`config.mk`:
```
export PLATFORM = sky130hd
export DESIGN_NAME = mux_pipe
export DESIGN_NICKNAME = d
export VERILOG_FILES = /design/src/rtl/mux_pkg.sv /design/src/rtl/mux2.sv /design/src/rtl/mux_pipe_stage.sv /design/src/rtl/mux_pipe.sv
export SDC_FILE = /design/constraint.sdc
export NUM_CORES = 1
export LEC_CHECK = 0
export ABC_AREA = 1
export BUFFER_PORTS_ARGS = -buffer_cell sky130_fd_sc_hd__buf_2
export CAP_MARGIN = 20
export CORE_ASPECT_RATIO = 1.1
export CORE_MARGIN = 5
export CORE_UTILIZATION = 40
export CTS_CLUSTER_DIAMETER = 120
export CTS_CLUSTER_SIZE = 30
export DETAILED_ROUTE_END_ITERATION = 7
export GPL_TIMING_DRIVEN = 0
export MAX_ROUTING_LAYER = met4
export PLACE_DENSITY_LB_ADDON = 0.2
export SLEW_MARGIN = 20
export SYNTH_ARGS = -nofsm -noshare
export SYNTH_HDL_FRONTEND = slang
export SYNTH_SLANG_ARGS = --single-unit
```
`constraint.sdc`:
```
create_clock -name clk -period 2.1 [get_ports clk]
set_input_delay 0.105 -clock clk [delete_from_list [all_inputs] [get_ports clk]]
set_output_delay 0.105 -clock clk [all_outputs]
set_load 0.02 [all_outputs]
```
`src/rtl/mux_pkg.sv`:
```
// Shared sizing helpers for the pipelined mux tree: depth from channel count
// and the padded (power-of-two) channel count.
package mux_pkg;

    // ceil(log2(n)); callers guarantee n >= 2 so the result is at least 1
    function automatic int mux_levels(input int n);
        int l;
        l = 0;
        while ((1 << l) < n) l++;
        return l;
    endfunction

    function automatic int mux_pad(input int n);
        return 1 << mux_levels(n);
    endfunction

endpackage

```
`src/rtl/mux2.sv`:
```
// Combinational 2:1 mux cell.
module mux2 #(
    parameter int W = 8
) (
    input  logic [W-1:0] d0,
    input  logic [W-1:0] d1,
    input  logic         sel,
    output logic [W-1:0] y
);

    assign y = sel ? d1 : d0;

endmodule

```
`src/rtl/mux_pipe_stage.sv`:
```
// One layer of the mux tree: IN channels reduced to IN/2 by 2:1 cells, followed
// by a register rank (data, select, valid) that holds when en is low.
module mux_pipe_stage #(
    parameter int IN = 2,
    parameter int W  = 8,
    parameter int SW = 1,
    parameter int SB = 0
) (
    input  logic                   clk,
    input  logic                   rst,
    input  logic                   en,
    input  logic                   vld_in,
    input  logic [IN-1:0][W-1:0]   d_in,
    input  logic [SW-1:0]          sel_in,
    output logic                   vld_out,
    output logic [IN/2-1:0][W-1:0] d_out,
    output logic [SW-1:0]          sel_out
);

    localparam int OUT = IN / 2;

    logic [OUT-1:0][W-1:0] mux_y;

    for (genvar i = 0; i < OUT; i++) begin : g_pair
        mux2 #(.W(W)) u_mux (
            .d0  (d_in[2*i]),
            .d1  (d_in[2*i+1]),
            .sel (sel_in[SB]),
            .y   (mux_y[i])
        );
    end

    // Data and select only load on a real request so y stays put across bubbles.
    always_ff @(posedge clk or posedge rst) begin
        if (rst) begin
            vld_out <= 1'b0;
            d_out   <= '0;
            sel_out <= '0;
        end else if (en) begin
            vld_out <= vld_in;
            if (vld_in) begin
                d_out   <= mux_y;
                sel_out <= sel_in;
            end
        end
    end

endmodule

```
`src/rtl/mux_pipe.sv`:
```
// Pipelined N:1 mux tree, one register rank per layer, with a global stall
// driven by downstream backpressure.
module mux_pipe
    import mux_pkg::*;
#(
    parameter  int N = 8,
    parameter  int W = 8,
    localparam int L = mux_levels(N)
) (
    input  logic           clk,
    input  logic           rst,
    input  logic [N*W-1:0] a,
    input  logic [L-1:0]   s,
    input  logic           i_valid,
    output logic           i_ready,
    output logic [W-1:0]   y,
    output logic           o_valid,
    input  logic           o_ready
);

    localparam int P = mux_pad(N);

    logic [L:0][P-1:0][W-1:0] lvl_d;
    logic [L:0][L-1:0]        lvl_s;
    logic [L:0]               vld_pipe;
    logic                     stall;

    assign stall    = o_valid && !o_ready;
    assign i_ready  = !stall;

    assign vld_pipe[0] = i_valid;
    assign lvl_s[0]    = s;

    // Channels beyond N read as zero, so out-of-range selects give y = 0.
    for (genvar k = 0; k < P; k++) begin : g_pad
        if (k < N) begin : g_ch
            assign lvl_d[0][k] = a[k*W +: W];
        end else begin : g_zero
            assign lvl_d[0][k] = '0;
        end
    end

    for (genvar j = 0; j < L; j++) begin : g_layer
        localparam int IN = P >> j;

        assign lvl_d[j+1][P-1:IN/2] = '0;

        mux_pipe_stage #(
            .IN (IN),
            .W  (W),
            .SW (L),
            .SB (j)
        ) u_stage (
            .clk     (clk),
            .rst     (rst),
            .en      (!stall),
            .vld_in  (vld_pipe[j]),
            .d_in    (lvl_d[j][IN-1:0]),
            .sel_in  (lvl_s[j]),
            .vld_out (vld_pipe[j+1]),
            .d_out   (lvl_d[j+1][IN/2-1:0]),
            .sel_out (lvl_s[j+1])
        );
    end

    assign y       = lvl_d[L][0];
    assign o_valid = vld_pipe[L];

endmodule

```
After elaboration in Yosys (flattened, before gate mapping)
Cells that the tools add are included. W data, S select, Z words.

Register bits: 65. Bits of input ports: 71. Output and inout bits: 10.

Bitwise operators: 1. Muxes and demuxes: 7. Reductions and logical operators: 6.

Operator list (number): $mux W8 (7); $reduce_and A2 Y1 (3); $logic_not A1 Y1 (2); $logic_and A1 B1 Y1 (1); $not A1 Y1 (1).

Depth between registers and ports, before layout
Gate-level depths: netlist (run 1).

Depth after elaboration: 4. Gate-level depth with buffers: 7. Gate-level depth less buffers: 5.

Hierarchy
Synthesis (run 1) repeated with hierarchy kept, for this count alone.

Cell total of the unflattened synthesis: 479. Area total of the unflattened synthesis: 3503.4 um2.

By module, submodules not included: mux_pipe_stage (g_layer[0].u_stage) (area each 1468.9 um2, sequential area each 900.9 um2, cells an instance 156, instances 1); mux_pipe_stage (g_layer[1].u_stage) (area each 808.3 um2, sequential area each 500.5 um2, cells an instance 87, instances 1); mux2 (area each 105.1 um2, sequential area each 0.0 um2, cells an instance 26, instances 7); mux_pipe_stage (g_layer[2].u_stage) (area each 483.0 um2, sequential area each 300.3 um2, cells an instance 52, instances 1); mux_pipe (area each 7.5 um2, sequential area each 0.0 um2, cells an instance 2, instances 1).

Worst setup path after synthesis (run 1)
No wires, ideal clock.

Path type: register to register. Start: register g_layer[2].u_stage.vld_out. End: register g_layer[0].u_stage.vld_out. Setup time: 0.127 ns. Cell stages (with the launch flop): 5. Path slack: 0.879 ns. Clock period less this slack: 1.221 ns. Path buffers: 1. Arrival: 1.094 ns. Data required time: 1.973 ns. Cells stage by stage: dfrtp_1 nand2_4 nand2_4 buf_6 o21ai_0.

Cells in the longest elaborated chain, start to end: 1.

Ends and longest elaborated chain: start: declaration (line mux_pipe_stage.sv:15) `output logic vld_out,`; start signal: assignment (line mux_pipe_stage.sv:40) `vld_out <= vld_in;`; $logic_and A1 B1 Y1 (line mux_pipe.sv:28) `assign stall = o_valid && !o_ready;`; end signal: assignment (line mux_pipe_stage.sv:40); end: declaration (line mux_pipe_stage.sv:15).

Every way passes these cells. A chain may end at the register's enable or synchronous reset.

Worst setup path in the final report (run 1)
Start: register g_layer[2].u_stage.vld_out. End: register g_layer[0].u_stage.d_out[3] (netlist name).

Cells in the longest elaborated chain, start to end: 3.

Ends and longest elaborated chain: $logic_and A1 B1 Y1 (line mux_pipe.sv:28); $not A1 Y1 (no source line); $reduce_and A2 Y1 (no source line); end signal: assignment (line mux_pipe_stage.sv:42) `d_out <= mux_y;`; end: declaration (line mux_pipe_stage.sv:16) `output logic [IN/2-1:0][W-1:0] d_out,`.

Every way passes these cells.

==> impl_metrics.ini, run 1 <==
[logic_synthesis]
yosysSeqAreaShare_pct = 50.3
avgSynthCellArea_um2 = 6.95
yosys_warnings = 0
syn-cell-area_mm2 = 0.00309
syn_nets = 515
ys_ff_latch = 62
yosysUniqueCellTypes = 13
synth_cells = 444

[run_status]
outcome = finished clean

[setup_path]
path_cells = a21oi_2 > buf_2 > nand2_1 > nand2_1
reg2reg_to = g_layer[0].u_stage.d_out[3]
cp_common_cell = nand2_1
worstPathRequired_ps = 2370
cp-end-kind = register
startpoint_type = register
path_delay_family = flip-flops
r2r_start = g_layer[2].u_stage.vld_out
cp.arrival_ps = 1610
cp.depth = 4
worst-path-buf-inv = 1
slowest_delay_ps = 480
worstSetupPathType = reg2reg
r2r_cells = 4
reg2reg_slack_ps = 760
critPathMaxFanout = 10
cpMaxStageDelayCell = dfrtp_1

[layout]
area_growth_pct = 25.3
n_fill_cell = 798
nNetsFinal = 609
antenna_cells = 0
drive_gt1_share_pct = 21.7
layout_commonest_cell = nand2_1
stdcell_count = 648
final_cell_mix = nand2_1, buf_2, dfrtp_1

[clock_tree]
cts_tree = done
cts_setup_buffers = 0
cts_resized = 0
cts_sinks = 62
ctsHtreeMaxLevel = 3
cts_buffer_depth = 2
clkTransAtPathRegs_ps = 70
clock_latency_ps = 340
cts-hold-fix-buffers = 3
numCtsBuffers = 9
cts.root.buffer_cell = clkbuf_8

[sta]
rsz0062_at_grt = false
slew_headroom_pct = 63.8
layout_setup_ws_ps = 763
min_period_over_period_pct = 63.7
maxSlewViolCount = 0
max_freq_ghz = 0.748
finClkSkew_ps = 6.65
setup_viol = 0
hold_viol = 0
worst_slew_pin_slew_ps = 543
period_minus_slack_ps = 1340

[routing]
dr.pass1.iters = 4
antenna_left = 0
drt_iter0_markers = 125
vias = 2802
totalWireLength_um = 7180
wl_per_cell_um = 11.1
avgViaCountPerCell = 4.32
drc = 0

[global_routing]
track_usage_pct = 16.9
grt_pass1_wl_um = 12600
grt_pass1_vias = 2846
grt_start_max_net_pins = 44
antenna_found_initial = 0
overflow = 0

[placement]
port_buffers = 79
preCtsSetupSlack_ps = 780
dpl.hpwl_um = 5510
dp_cells = 629
gp_congestion = 0.824

[floorplan]
rows = 33
core_mm2 = 0.00747
die_x_um = 93.8
ioPinCount = 81
die_h_um = 102
initial_core_util_pct = 41.3
die_area_mm2 = 0.00958

[min_path]
hold_class = in2reg
holdPathEnd = g_layer[0].u_stage.d_out[24]
hold_depth = 5
min_from = a[48]

[power]
powerDensity_mw_per_mm2 = 1090
ir_worst_vdd_mv = 0.362
power_leakage_nw = 2.37

[run]
maxCapViolations = 0
synthesized netlist by cell type:
cell type  instances  share of area [%]
o21ai_0            2               0.32
buf_6              4                1.5
buf_4              3               0.73
inv_1              8               0.97
a21oi_4            1               0.53
dfrtp_1           62                 50
a21oi_1            1               0.16
a21oi_2            1               0.28
clkbuf_1           2               0.24
buf_2             10                1.6
nand2_1          344                 42
nand2_4            3                1.1
nand3_1            3               0.49
layer usage:
metal	GRT usage, %	vias up	routed length (um)
li1	-	1518	-
met1	21.0	1208	3400
met2	27.5	68	3370
met3	3.39	8	341
met4	6.00	0	70
met5	-	-	0
sequential cells by signal (all words and copies together) (netlist names):
register	cells
g_layer.u_stage.sel_out	3
g_layer.u_stage.d_out	56
g_layer.u_stage.vld_out	3
power breakdown:
part           internal [mW]  switching (mW)
clock network          0.607           0.455
registers               1.60           0.224
logic                  0.493           0.834
layout make-up:
| class | count | area, um2 | area share, % |
|---|---|---|---|
| plain buffers | 19 | 125 | 3.24 |
| well taps | 105 | 131 | 3.40 |
| repair buffers | 83 | 445 | 11.5 |
| clock buffers | 12 | 155 | 4.01 |
| inverters | 8 | 32.5 | 0.841 |
| flip-flops and latches | 62 | 1550 | 40.1 |
| clock inverters | 4 | 45.0 | 1.17 |
| multi-input cells | 355 | 1380 | 35.7 |
stage by stage:
stage / utilization [%] / cell area, um2 / TNS [ps] / hold WS (ps) / total power [mW]
finish: 51.7 / 3870 / 0 / 48.6 / 4.21
global route: 51.7 / 3870 / 0 / 49.3 / 4.55
floorplan: - / 3090 / 0 / 249 / 2.76
CTS: 51.7 / 3870 / 0 / 40.8 / 4.26
global placement: 48.4 / 3610 / -17380 / 342 / 3.15
detailed placement: 48.7 / 3640 / 0 / 71.0 / 3.19
worst max-delay path by stage:
stage                                        end  slack [ps]                        from
global route         g_layer[2].u_stage.d_out[6]         630  g_layer[2].u_stage.vld_out
detailed placement   g_layer[0].u_stage.d_out[3]         780  g_layer[2].u_stage.vld_out
floorplan            g_layer[0].u_stage.d_out[0]         450                         rst
CTS                  g_layer[0].u_stage.d_out[3]         750  g_layer[2].u_stage.vld_out
finish               g_layer[0].u_stage.d_out[3]         760  g_layer[2].u_stage.vld_out
global placement    g_layer[0].u_stage.d_out[23]        -280                         rst
cell families after synthesis:
family / share of synthesized area (%)
buffers and inverters: 5.03
AOI/OAI and AO/OA: 1.30
DFF: 50.3
and+or+nand+nor: 43.4
worst reg2reg max path, stage by stage (launching register included):
cell	delay, ps
dfrtp_1	480
a21oi_2	350
buf_2	280
nand2_1	90
nand2_1	70
No activity file was read; power rests on OpenSTA's default activity.
==> inputs of run 2 (changes only) <==
- clock period: 2.1 -> 1.25 ns (I/O delays scaled with it)
==> impl_metrics.ini, run 2 (synthesized netlist as in run 1, its figures left out) <==
[run_status]
outcome = finished clean

[layout]
layout_commonest_cell = nand2_1
nNetsFinal = 614
largest_reg_flops = 56
post-route-util_pct = 52.9
final_cell_mix = nand2_1, buf_2, dfrtp_1
area_growth_pct = 28.1
finalInstanceArea_mm2 = 0.00395
antenna_cells = 0
drive_gt1_share_pct = 22.3
top_register = g_layer.u_stage.d_out
top_regs = g_layer.u_stage.d_out (56), g_layer.u_stage.sel_out (3), g_layer.u_stage.vld_out (3)

[placement]
placed_cell_area_mm2 = 0.00364
port_buffers = 79
dpl.hpwl_um = 5610
gp_congestion = 0.788

[setup_path]
cpMaxStageDelayCell = dfrtp_2
reg2reg_slack_ps = 90
slowest_delay_ps = 500
cp-end-kind = primary output
path_cells = nand2_4 > buf_6
startpoint_type = register
worstSetupPathType = reg2out
critPathMaxFanout = 6
cp.arrival_ps = 1140
worstPathRequired_ps = 1190

[power]
powerDensity_mw_per_mm2 = 1850
power.total_mw = 7.30
power_leakage_nw = 2.39
ir_worst_vdd_mv = 0.609

[global_routing]
grt_start_max_net_pins = 33
overflow = 0
grt_pass1_wl_um = 12900
grt_pass1_vias = 2963
antenna_found_initial = 0
track_usage_pct = 17.4

[routing]
vias = 2902
drc = 0
highest_layer = met4
antenna_left = 0
dr_wl_met3_um = 378
wl_per_cell_um = 11.3
wl_met1_um = 3460
avgViaCountPerCell = 4.44
drt_iter0_markers = 91
totalWireLength_um = 7370
dr_wl_met2_um = 3470
dr.pass1.iters = 6

[clock_tree]
cts_buffer_depth = 2
ctsHtreeMaxLevel = 3
clock_latency_ps = 350
clkTransAtPathRegs_ps = 70
cts_sinks = 62
cts.root.buffer_cell = clkbuf_8
cts_tree = done
numCtsBuffers = 9

[sta]
max_freq_ghz = 0.831
period_minus_slack_ps = 1200
hold_viol = 0
finClkSkew_ps = 7.75
fin_setup_tns_ps = 0
slew_headroom_pct = 54.3
worst_slew_pin_slew_ps = 684
setup_viol = 0
maxSlewViolCount = 0
rsz0062_at_grt = false
min_period_over_period_pct = 96.3
holdWs_ps = 2.83

[floorplan]
core_mm2 = 0.00747
ioPinCount = 81
die_area_mm2 = 0.00958
initial_core_util_pct = 41.3
rows = 33
die_x_um = 93.8
die_h_um = 102

[min_path]
hold_class = in2reg

[run]
maxCapViolations = 0
[run 2: what timing repair did]
item | CTS | global route
setup buffers | 0 | 1
hold buffers | 6 | 0
endpoints found under the setup margin | 40 | 24
pin swaps | 1 | 1
gates cloned | 0 | 1
resized for setup | 4 | 5
hold endpoints to repair | 35 | 0
[run 2: metal layers]
| metal | vias up | global-route usage (%) |
|---|---|---|
| li1 | 1523 | - |
| met1 | 1304 | 21.7 |
| met2 | 67 | 28.4 |
| met3 | 8 | 4.42 |
| met4 | 0 | 4.44 |
| met5 | - | - |
[run 2: path summary, 6_finish.rpt]
path | startpoint | endpoint | cells past startpoint
max in group asynchronous | rst | g_layer[0].u_stage.d_out[4] | 4
min in group asynchronous | rst | g_layer[0].u_stage.d_out[3] | 3
max | g_layer[2].u_stage.vld_out | i_ready | 2
min reg2reg | g_layer[2].u_stage.d_out[1] | g_layer[2].u_stage.d_out[1] | 2
min | a[55] | g_layer[0].u_stage.d_out[31] | 5
max reg2reg | g_layer[2].u_stage.vld_out | g_layer[0].u_stage.d_out[2] | 4
[run 2: through the flow]
step                      setup slack [ps]  instances
after floorplan                       28.9        444
after global placement               -98.9        628
after detailed placement              -104        629
after CTS                            -8.07        651
after global routing                  6.91        653
final                                 46.7        653
[run 2: worst max-delay path: cells and delay by family, from the launching register on]
kind	cells	cell delay (ps)
flip-flops	1	500
buffers and inverters	1	160
AND/OR/NAND/NOR	1	130
[run 2: cell type report]
class | instances | area [um2]
flip-flops and latches | 62 | 1550
repair buffers | 87 | 489
fillers | 776 | 3520
inverters | 8 | 33.8
well taps | 105 | 131
clock buffers | 12 | 145
clock inverters | 4 | 70.1
plain buffers | 19 | 134
multi-input cells | 356 | 1400
[run 2: report_power, final]
part | switching [mW] | leakage (nW) | internal (mW)
Sequential | 0.387 | 0.780 | 2.69
Combinational | 1.42 | 1.50 | 0.867
Clock | 0.767 | 0.110 | 1.17
Total | 2.58 | 2.39 | 4.73
==> inputs of run 3 (changes only) <==
- SYNTH_HIERARCHICAL: unset -> 1
==> impl_metrics.ini, run 3 <==
[layout]
largest_reg_flops = 56
top_regs = g_layer.u_stage/d_out (56), g_layer.u_stage/sel_out (3), g_layer.u_stage/vld_out (3)
drive_gt1_share_pct = 23.8
antenna_cells = 0
top_register = g_layer.u_stage/d_out
layout_commonest_cell = nand2_1
final_cell_mix = nand2_1, buf_2, dfrtp_1
n_fill_cell = 831
area_growth_pct = 23.8
post-route-util_pct = 51.0
nNetsFinal = 621

[min_path]
holdPathEnd = g_layer[0].u_stage/d_out[14]
hold_depth = 5
hold_class = in2reg
min_from = a[22]

[setup_path]
path_delay_family = flip-flops
reg2reg_to = g_layer[1].u_stage/vld_out
r2r_cells = 5
reg2reg_slack_ps = 70
r2r_start = g_layer[2].u_stage/vld_out
slowest_delay_ps = 410
worst-path-buf-inv = 2
worstSetupPathType = reg2reg
path_cells = nand2_4 > buf_4 > nand2_1 > buf_2 > o21ai_0
startpoint_type = register
worstPathRequired_ps = 1460
startpoint = g_layer[2].u_stage/vld_out
cp-end-kind = register
cpMaxStageDelayCell = dfrtp_1
cp.arrival_ps = 1390
critPathMaxFanout = 10

[logic_synthesis]
avgSynthCellArea_um2 = 7.20
syn_nets = 526
synth_cells = 455
syn-cell-area_mm2 = 0.00328
yosys_warnings = 6

[global_routing]
grt_pass1_vias = 2945
grt_start_max_net_pins = 36
grt_pass1_wl_um = 12900
track_usage_pct = 16.5
antenna_found_initial = 0
overflow = 0

[sta]
slew_headroom_pct = 51.9
min_period_over_period_pct = 94.0
maxSlewViolCount = 0
max_freq_ghz = 0.851
hold_viol = 0
period_minus_slack_ps = 1180
setup_viol = 0
finClkSkew_ps = 6.69
holdWs_ps = 37.5
worst_slew_pin_slew_ps = 721

[routing]
drt_iter0_markers = 89
totalWireLength_um = 7640
wl_per_cell_um = 11.5
dr.pass1.iters = 4
antenna_left = 0
drc = 0
avgViaCountPerCell = 4.48
vias = 2969

[clock_tree]
numCtsBuffers = 9
cts_sinks = 62
clock_latency_ps = 340
ctsHtreeMaxLevel = 3
cts.root.buffer_cell = clkbuf_8
cts_buffer_depth = 2
cts_tree = done
clkTransAtPathRegs_ps = 60

[run]
maxCapViolations = 0

[floorplan]
die_area_mm2 = 0.0101
initial_core_util_pct = 41.2
core_mm2 = 0.00796
die_x_um = 96.3
die_h_um = 105
ioPinCount = 81
rows = 34

[power]
internal-power_mw = 4.71
switchingPower_mw = 2.66
power_frac_comb_pct = 35.3
powerDensity_mw_per_mm2 = 1820
power_frac_clock_pct = 22.3
netSwitchingFraction_pct = 36.1
ir_worst_vdd_mv = 0.667
power_leakage_nw = 2.43
pwr-share-seq_pct = 42.3

[placement]
dpl.hpwl_um = 5960
gp_congestion = 0.872
port_buffers = 78

[run_status]
outcome = finished clean
run 3: repair_timing:
item,4_1_cts,5_1_grt
setup endpoints to repair,0,28
hold buffers,3,0
gates resized for setup,0,2
buffers inserted,0,3
endpoints found under the hold margin,64,0
run 3: worst max-delay path by stage:
| stage | end | cells past startpoint | slack (ps) |
|---|---|---|---|
| 6_report | g_layer[1].u_stage/vld_out | 5 | 70 |
| 5_1_grt | g_layer[1].u_stage/vld_out | 5 | -0.4 |
| 4_1_cts | g_layer[0].u_stage/d_out[8] | 6 | 30 |
| 3_5_place_dp | g_layer[0].u_stage/d_out[8] | 6 | 40 |
| 3_3_place_gp | g_layer[0].u_stage/d_out[30] | 2 | -90 |
| 2_1_floorplan | g_layer[0].u_stage/d_out[14] | 6 | 30 |
run 3: metal layers:
| metal | part of all wire [%] | up-vias | global-route usage (%) | routed length, um |
|---|---|---|---|---|
| met1 | 46 | 1282 | 20.7 | 3500 |
| met4 | 1.9 | 0 | 7.92 | 145 |
| met3 | 5.2 | 13 | 2.88 | 397 |
| li1 | - | 1590 | - | - |
| met2 | 47 | 84 | 25.7 | 3590 |
| met5 | 0 | - | - | 0 |
run 3: tightest hold or removal path, stage by stage:
cell and delay (ps):
buf_2 70, nand2_1 40, nand2_1 50, nand3_1 50
nand2_1 60
run 3: power groups by stage:
| stage | logic (mW) | registers (mW) | clock network, mW |
|---|---|---|---|
| after detailed placement | 2.57 | 3.15 | 0 |
| after global routing | 3.00 | 3.21 | 1.78 |
| after floorplan | 1.82 | 3.17 | 0 |
| after global placement | 2.51 | 3.13 | 0 |
| final | 2.60 | 3.12 | 1.65 |
| after CTS | 2.58 | 3.12 | 1.69 |
run 3: cell type report:
class	instances	area, um2	area share [%]
Tap cell	108	135	3.33
Clock buffer	15	186	4.59
Timing Repair Buffer	84	443	10.9
Inverter	14	52.6	1.29
Multi-Input combinational cell	352	1430	35.1
Sequential cell	62	1550	38.2
Buffer	27	265	6.54
run 3: through the flow:
stage / cells / TNS (ps) / setup slack [ps] / power, mW / instance area [um2]
global placement: 641 / -3080 / -90.1 / 5.65 / 3810
finish: 662 / 0 / 74.5 / 7.37 / 4060
global route: 662 / -0.447 / -0.447 / 7.98 / 4060
CTS: 659 / 0 / 27.8 / 7.40 / 4030
floorplan: 455 / 0 / 34.7 / 4.99 / 3290
detailed placement: 641 / 0 / 43.0 / 5.72 / 3810
